$ cat config.mk
export PLATFORM = sky130hd
export DESIGN_NAME = regfile_write_arbiter
export DESIGN_NICKNAME = d
export VERILOG_FILES = /design/src/rtl/regfile_write_arbiter.sv
export SDC_FILE = /design/constraint.sdc
export NUM_CORES = 1
export LEC_CHECK = 0
export CAP_MARGIN = 20
export CORE_MARGIN = 2
export CORE_UTILIZATION = 37
export DETAILED_ROUTE_END_ITERATION = 10
export PLACE_DENSITY = 0.78
export SLEW_MARGIN = 20
export SYNTH_ARGS = -nofsm -noshare
export SYNTH_HDL_FRONTEND = slang
export SYNTH_SLANG_ARGS = --single-unit
export TNS_END_PERCENT = 100
$ cat constraint.sdc
create_clock -name clk -period 1.9 [get_ports clk]
set_input_delay 0.38 -clock clk [delete_from_list [all_inputs] [get_ports clk]]
set_output_delay 0.38 -clock clk [all_outputs]
set_load 0.005 [all_outputs]
$ cat src/rtl/regfile_write_arbiter.sv
// Write-port arbiter for the 4x8 register file: two valid/ready requesters plus a clear sweep.
// Define ARB_CNT_EN to add saturating per-requester grant counters on cnt0/cnt1.
module regfile_write_arbiter #(
    parameter int         PRIORITY_MODE = 0,
    parameter logic [7:0] CLR_VALUE     = 8'h00
) (
    input  logic       clk,
    input  logic       reset,
    input  logic       req0_valid,
    input  logic [1:0] req0_dr,
    input  logic [7:0] req0_data,
    output logic       req0_ready,
    input  logic       req1_valid,
    input  logic [1:0] req1_dr,
    input  logic [7:0] req1_data,
    output logic       req1_ready,
    input  logic       clr_start,
    output logic       busy,
    output logic       write,
    output logic [1:0] dr,
    output logic [7:0] wrData,
    output logic [7:0] cnt0,
    output logic [7:0] cnt1
);

    localparam logic [0:0] IDLE  = 1'b0;
    localparam logic [0:0] CLEAR = 1'b1;

    logic [0:0] state;
    logic [1:0] sweep_idx;
    logic       last_grant;
    logic       arb_en;
    logic       grant0;
    logic       grant1;

    // Requester 0 wins a tie in fixed-priority mode, or in round-robin when requester 1 went last.
    always_comb begin
        arb_en = (state == IDLE) && !clr_start;
        grant0 = arb_en && req0_valid &&
                 (!req1_valid || (PRIORITY_MODE != 0) || last_grant);
        grant1 = arb_en && req1_valid && !grant0;
    end

    assign req0_ready = grant0;
    assign req1_ready = grant1;
    assign busy       = (state == CLEAR);

    // The first clear write is issued on the edge that enters CLEAR, so busy and write coincide.
    always_ff @(posedge clk or posedge reset) begin
        if (reset) begin
            state      <= IDLE;
            sweep_idx  <= 2'd0;
            last_grant <= 1'b1;
            write      <= 1'b0;
            dr         <= 2'd0;
            wrData     <= 8'h00;
        end else if (state == IDLE) begin
            if (clr_start) begin
                state     <= CLEAR;
                sweep_idx <= 2'd0;
                write     <= 1'b1;
                dr        <= 2'd0;
                wrData    <= CLR_VALUE;
            end else if (grant0) begin
                write      <= 1'b1;
                dr         <= req0_dr;
                wrData     <= req0_data;
                last_grant <= 1'b0;
            end else if (grant1) begin
                write      <= 1'b1;
                dr         <= req1_dr;
                wrData     <= req1_data;
                last_grant <= 1'b1;
            end else begin
                write <= 1'b0;
            end
        end else begin
            if (sweep_idx == 2'd3) begin
                state <= IDLE;
                write <= 1'b0;
            end else begin
                sweep_idx <= sweep_idx + 2'd1;
                write     <= 1'b1;
                dr        <= sweep_idx + 2'd1;
                wrData    <= CLR_VALUE;
            end
        end
    end

`ifdef ARB_CNT_EN
    logic [7:0] cnt0_q;
    logic [7:0] cnt1_q;

    // Counters track accepted requester transfers only and stick at 8'hFF.
    always_ff @(posedge clk or posedge reset) begin
        if (reset) begin
            cnt0_q <= 8'h00;
            cnt1_q <= 8'h00;
        end else begin
            if (grant0 && (cnt0_q != 8'hFF)) cnt0_q <= cnt0_q + 8'd1;
            if (grant1 && (cnt1_q != 8'hFF)) cnt1_q <= cnt1_q + 8'd1;
        end
    end

    assign cnt0 = cnt0_q;
    assign cnt1 = cnt1_q;
`else
    assign cnt0 = 8'h00;
    assign cnt1 = 8'h00;
`endif

endmodule

==> results.md, run 1 <==
* Status: completed
* Least-Margin Pin Slew at 646.6 ps
* Global route total overflow at 0
* Post-route cell area at 1418 µm²
* Area growth syn-to-layout at 47.53%
* Vias in the first global route at 846
* Clk pin slew, worst setup/hold paths at 100 ps
* CP cell instances: nand2b_4 -> and3_4 -> nor2_1 -> dlygate4sd2_1
* # diodes at 0
* Avg Cell Area, Syn at 9.421 µm²
* Finished Layout Cells at 180
* Endpoint class of the critical path: output port
* Share of the synthesized area in the top cell type at 0.3646
* Yosys reg bits at 15
* Seq/Total Area, Yosys at 0.3919
* Fill cell total of the finished layout at 231
* Detailed placer's ending HPWL at 1909 µm
* Max-capacitance violation count at 0
* Final WL at 2577 µm
* Boundary pin count at 55
* Sum Neg Setup Slack at 0 ps
* DP Area at 1366 µm²
* TritonCTS Buffers at 3
* Part of the cycle the worst path needs at 0.9768
* Num rows at 18
* CTS Buffer Depth at 2
* Die X at 54.96 µm
* Final setup violation count at 0
* Final Critical Period at 1856 ps
* First-pass GRT wire length at 3870 µm
* Util after Layout at 0.5722
* IO Port Bufs at 38
* CP max FO at 3
* GRT Resource Usage Total at 0.1792
* CP startpoint kind: register
* Largest net degree at the start of global routing at 17
* # DRC at 0
* Clock Latency Late Sink at 290 ps
* Synth Warn # at 0
* Maximum vdd drop at 0.5752 mV
* HP Class: input port to async pin
* Initial Util at 0.3879
* Root Driver: clkbuf_4
* Post-CTS Hold Buffers at 0
* Initial antenna violation count at 0
* Post-route clock skew at 7.861 ps
* Cell variety after synth at 30
* Post-Synthesis Cells at 102
* Proportion of layout cells with a drive suffix above 1 at 0.1733
* Crit-path slowest cell: dfstp_2
* Dpl cells at 174
* Hold_ws at 425.3 ps
* Sink Count at 15
* Vias per inst at 5.317
* Slew Viols, Final at 0
* CTS tree: done
* Worst slew margin at 0.5661
* PwrDens at 981.7 nW/µm²
* Biggest area consumer among synthesized cells: dfrtp_1
* Die height at 54.96 µm
* Slowest stage delay, CP at 560 ps
* Core area at 2477 µm²
* CTS H-tree depth at 1
* Die footprint at 3021 µm²
* Leakage at 0.6536 nW
* Initial DRC Count at 21
* GP Congestion at 0.7438
* Drt pass-1 iters at 4
* Synth area leaders: dfrtp_1, buf_4, o311ai_1
* Crit Path Class: register to output port
* Via count at 957
* Routed WL per cell at 14.32 µm
* Nets@finish at 177
* Critical Path RT at 1520 ps
* Final hold vios at 0
* Post-Syn Area at 960.9 µm²
* Crit path DAT at 1480 ps
* ANT nets after route at 0
* Maximum clock frequency at 538.8 MHz
[metrics by stage]
stage          worst slack, ps  total power, W
2_1_floorplan            420.6       0.0008823
6_report                 44.08        0.001392
3_3_place_gp            -290.5        0.001160
5_1_grt                 -9.490        0.001497
4_1_cts                  12.74        0.001375
3_5_place_dp            -302.6        0.001186
[metal layers]
metal	up-vias	global-route usage	wire length [µm]
li1	437	-	-
met1	457	0.2262	1036
met2	57	0.3016	1268
met3	6	0.03763	243
met4	0	0.06504	29
met5	-	0	0
[flip-flops by register name, summed over array words and instances, names as in the netlist]
signal and cells:
write 1, busy 1, wrData 8, last_grant 1, dr 2, sweep_idx 2
[path summary, 6_finish.rpt]
path | endpoint | start | slack [ps] | cells after the start
max | req1_ready | last_grant | 40 | 4
min reg2reg | dr[0] | dr[0] | 510 | 1
max reg2reg | dr[1] | last_grant | 310 | 5
min in group clk | dr[0] | dr[0] | 510 | 1
min | busy | reset | 430 | 2
max in group asynchronous | wrData[3] | reset | 1100 | 2
[cells in the mapped netlist (all sizes together)]
master,n
a2111oi,2
a21oi,1
a22o,1
a31oi,1
and2,1
and3,1
and4,2
buf,21
clkbuf,2
conb,1
dfrtp,14
dfstp,1
ha,1
inv,12
mux2,1
nand2,1
nand2b,2
nand4,8
nor2,4
nor3,1
nor4,1
o21ai,11
o22a,2
o311ai,8
o32a,2
[cell usage in the layout (no fill, tap or decap), types with 2 or more instances in the layout]
cell | Yosys | layout
a2111oi_0 | 2 | 2
and4_4 | 2 | 2
buf_4 | 16 | 14
clkbuf_4 | 0 | 3
clkdlybuf4s50_1 | 0 | 34
conb_1 | 1 | 16
dfrtp_1 | 14 | 14
dlygate4sd2_1 | 0 | 3
inv_1 | 12 | 12
nand4_1 | 8 | 8
nor2_1 | 3 | 3
o21ai_0 | 10 | 10
o22a_1 | 2 | 2
o311ai_1 | 8 | 8
o32a_1 | 2 | 2
[power breakdown]
part	total [W]	switching (W)	internal, W
clock network	0.000188	0.000110	0.0000785
logic	0.000697	0.000295	0.000402
registers	0.000507	0.0000688	0.000438
total	0.00139	0.000473	0.000919
[cell type report]
type | instances | area, µm² | share of cell area
multi-input combinational | 67 | 446.7 | 0.3151
inverter | 12 | 45.04 | 0.03177
clock buffer | 3 | 22.52 | 0.01589
tap | 30 | 37.54 | 0.02648
timing repair buffer | 52 | 484.2 | 0.3416
sequential | 15 | 376.6 | 0.2657
clock inverter | 1 | 5.005 | 0.003530
[cell families after synthesis]
group,Yosys count,share of synthesized area
AOI/OAI and AO/OA,28,0.2083
adders and majority gates,1,0.01302
other,1,0.003903
and+or+nand+nor,21,0.1589
buffers and inverters,35,0.2122
muxes,1,0.01172
DFF,15,0.3919
[worst max-delay path: cells and delay by family (launching register included)]
| kind | cells | cell delay, ps |
|---|---|---|
| buffers and inverters | 1 | 250 |
| AND/OR/NAND/NOR | 3 | 380 |
| flip-flops | 1 | 560 |
[repair_timing]
action | CTS | global route
setup endpoints to repair | 2 | 1
pin swaps | 1 | 0
gates resized for setup | 4 | 2
setup buffers | 0 | 2
Note: power is estimated with default switching activity, not from simulation.
==> run 2, diff against run 1 <==
- REMOVE_ABC_BUFFERS: not set -> 1
==> results.md, run 2 (synthesized netlist as in run 1, its figures left out) <==
* GRT Resource Usage Total at 0.1682 (-0.01100)
* Global route total overflow at 0 (unchanged)
* Register area at 376.6 µm² (unchanged)
* CTS Buffer Depth at 2 (unchanged)
* CP startpoint kind: register
* Die X at 54.96 µm (unchanged)
* Core area at 2477 µm² (unchanged)
* Sum Neg Setup Slack at 0 ps (unchanged)
* TritonCTS Buffers at 3 (unchanged)
* Comb power frac at 0.497 (-0.004)
* Via count at 917 (-4.2%)
* Crit path DAT at 1450 ps (-30 ps)
* Max-capacitance violation count at 0 (unchanged)
* Area taken by multi-input logic gates at 436.7 µm² (-2.2%)
* Routed WL per cell at 13.76 µm (-3.9%)
* Final setup violation count at 0 (unchanged)
* NetSw at 0.0004651 W (-1.7%)
* Num rows at 18 (unchanged)
* First-pass GRT wire length at 3553 µm (-8.2%)
* # diodes at 0 (unchanged)
* Most flop-heavy register: wrData
* Die footprint at 3021 µm² (unchanged)
* Most frequent cells in the layout: clkdlybuf4s50_1, conb_1, dfrtp_1
* Initial antenna violation count at 0 (unchanged)
* HP Class: input port to async pin
* Clock Latency Late Sink at 280 ps (about the same)
* Max reg flops at 8 (unchanged)
* Flop pwr share at 0.368 (+0.004)
* Nets@finish at 174 (-1.7%)
* Leakage at 0.6202 nW (-5.1%)
* Initial Util at 0.3879 (unchanged)
* Sw frac at 0.3399 (about the same)
* Final WL at 2435 µm (-5.5%)
* CTS H-tree depth at 1 (unchanged)
* Drt pass-1 iters at 4 (unchanged)
* Slew Viols, Final at 0 (unchanged)
* Final hold vios at 0 (unchanged)
* Initial DRC Count at 50 (+140%)
* Part of the cycle the worst path needs at 0.9635 (-0.01333)
* Boundary pin count at 55 (unchanged)
* Vias in the first global route at 796 (-5.9%)
* Area growth syn-to-layout at 43.36%
* Maximum vdd drop at 0.4791 mV (-17%)
* GP Congestion at 0.8936 (+20%)
* Final Critical Period at 1831 ps (-25.33 ps)
* PwrDens at 993.3 nW/µm² (+1.2%)
* CTS tree: done
* Fill cell total of the finished layout at 250 (+8.2%)
* Least-Margin Pin Slew at 608.1 ps (-38.50 ps)
* Crit Path Class: register to output port
* Status: completed
* Top Registers: wrData: 8 flops, dr: 2 flops, sweep_idx: 2 flops
* IO Port Bufs at 38 (unchanged)
* Worst slew margin at 0.5919 (+0.02584)
* Largest net degree at the start of global routing at 17 (unchanged)
* Die height at 54.96 µm (unchanged)
* Commonest non-fill, non-tap cell in the layout: clkdlybuf4s50_1
* Cell Int Power at 0.0009032 W (-1.7%)
* Sink Count at 15 (unchanged)
* Power Total at 0.001368 W (-1.7%)
* # DRC at 0 (unchanged)
* Vias per inst at 5.181 (-2.6%)
* Maximum clock frequency at 546.3 MHz (+1.4%)
* Proportion of layout cells with a drive suffix above 1 at 0.1497 (-0.02367)
* RSZ-0062 raised after global routing: no
* Detailed placer's ending HPWL at 1895 µm (-0.72%)
* Critical Path RT at 1520 ps (about the same)
* ANT nets after route at 0 (unchanged)
* Root Driver: clkbuf_4
* Endpoint class of the critical path: output port
* Clock Power Share at 0.135 (about the same)
* Post-CTS Hold Buffers at 0 (unchanged)
* Post-route clock skew at 6.953 ps (-0.9081 ps)
* CP max FO at 3 (unchanged)
* Clk pin slew, worst setup/hold paths at 90 ps (about the same)
[run 2: cell count changes in the layout (fill, tap and decap cells not counted), sizes merged]
cell           change
buf                -3
clkbuf             +2
clkdlybuf4s50      +1
clkinv             -1
dlygate4sd2        -1
dlymetal6s2s       -1
[run 2: layout make-up]
class                           count  share of cell area
Multi-Input combinational cell     67              0.3170
Tap cell                           30             0.02725
Inverter                           12             0.03270
Sequential cell                    15              0.2734
Clock buffer                        4             0.01907
Timing Repair Buffer               49              0.3306
[run 2: worst paths after layout]
path                            slack [ps]  startpoint            to  cells after the start
min in group clk                       510       dr[0]         dr[0]                      1
worst max-delay path                    70  last_grant    req0_ready                      3
worst min-delay path                   440       reset  sweep_idx[0]                      2
worst min register to register         510       dr[0]         dr[0]                      1
max in group asynchronous             1070       reset     wrData[5]                      2
worst max register to register         420  last_grant         dr[0]                      4
[run 2: power by group through the flow]
stage	clock network [W]	logic, W	registers, W
CTS	0.000188	0.000683	0.000504
finish	0.000185	0.000679	0.000504
global route	0.000203	0.000740	0.000520
global placement	0	0.000657	0.000505
floorplan	0	0.000301	0.000522
detailed placement	0	0.000682	0.000512
[run 2: layer usage]
metal	wire length, µm	track usage	part of all wire
met4	12	0.06098	0.0049
met5	0	0	0
met1	987	0.1983	0.41
met2	1212	0.2937	0.50
met3	223	0.04301	0.092
[run 2: critical path: stages, from the launching register on]
cell and delay, ps:
dfstp_2 550, nand2b_2 120, and3_1 210, dlygate4sd2_1 290
[run 2: timing repair]
| item | CTS | global route |
|---|---|---|
| gates resized for setup | 3 | 2 |
| setup buffers | 0 | 0 |
| endpoints found under the setup margin | 2 | 1 |
[run 2: through the flow]
stage	util	hold WS [ps]	cell area, µm²	cells	worst slack [ps]
global placement	0.5485	485.6	1359	173	-237.2
CTS	0.5576	472.7	1381	177	0.2975
global route	0.5561	510.3	1378	177	1.265
floorplan	-	280.8	858.3	94	294.0
detailed placement	0.5485	496.1	1359	173	-286.3
finish	0.5561	444.1	1378	177	69.41
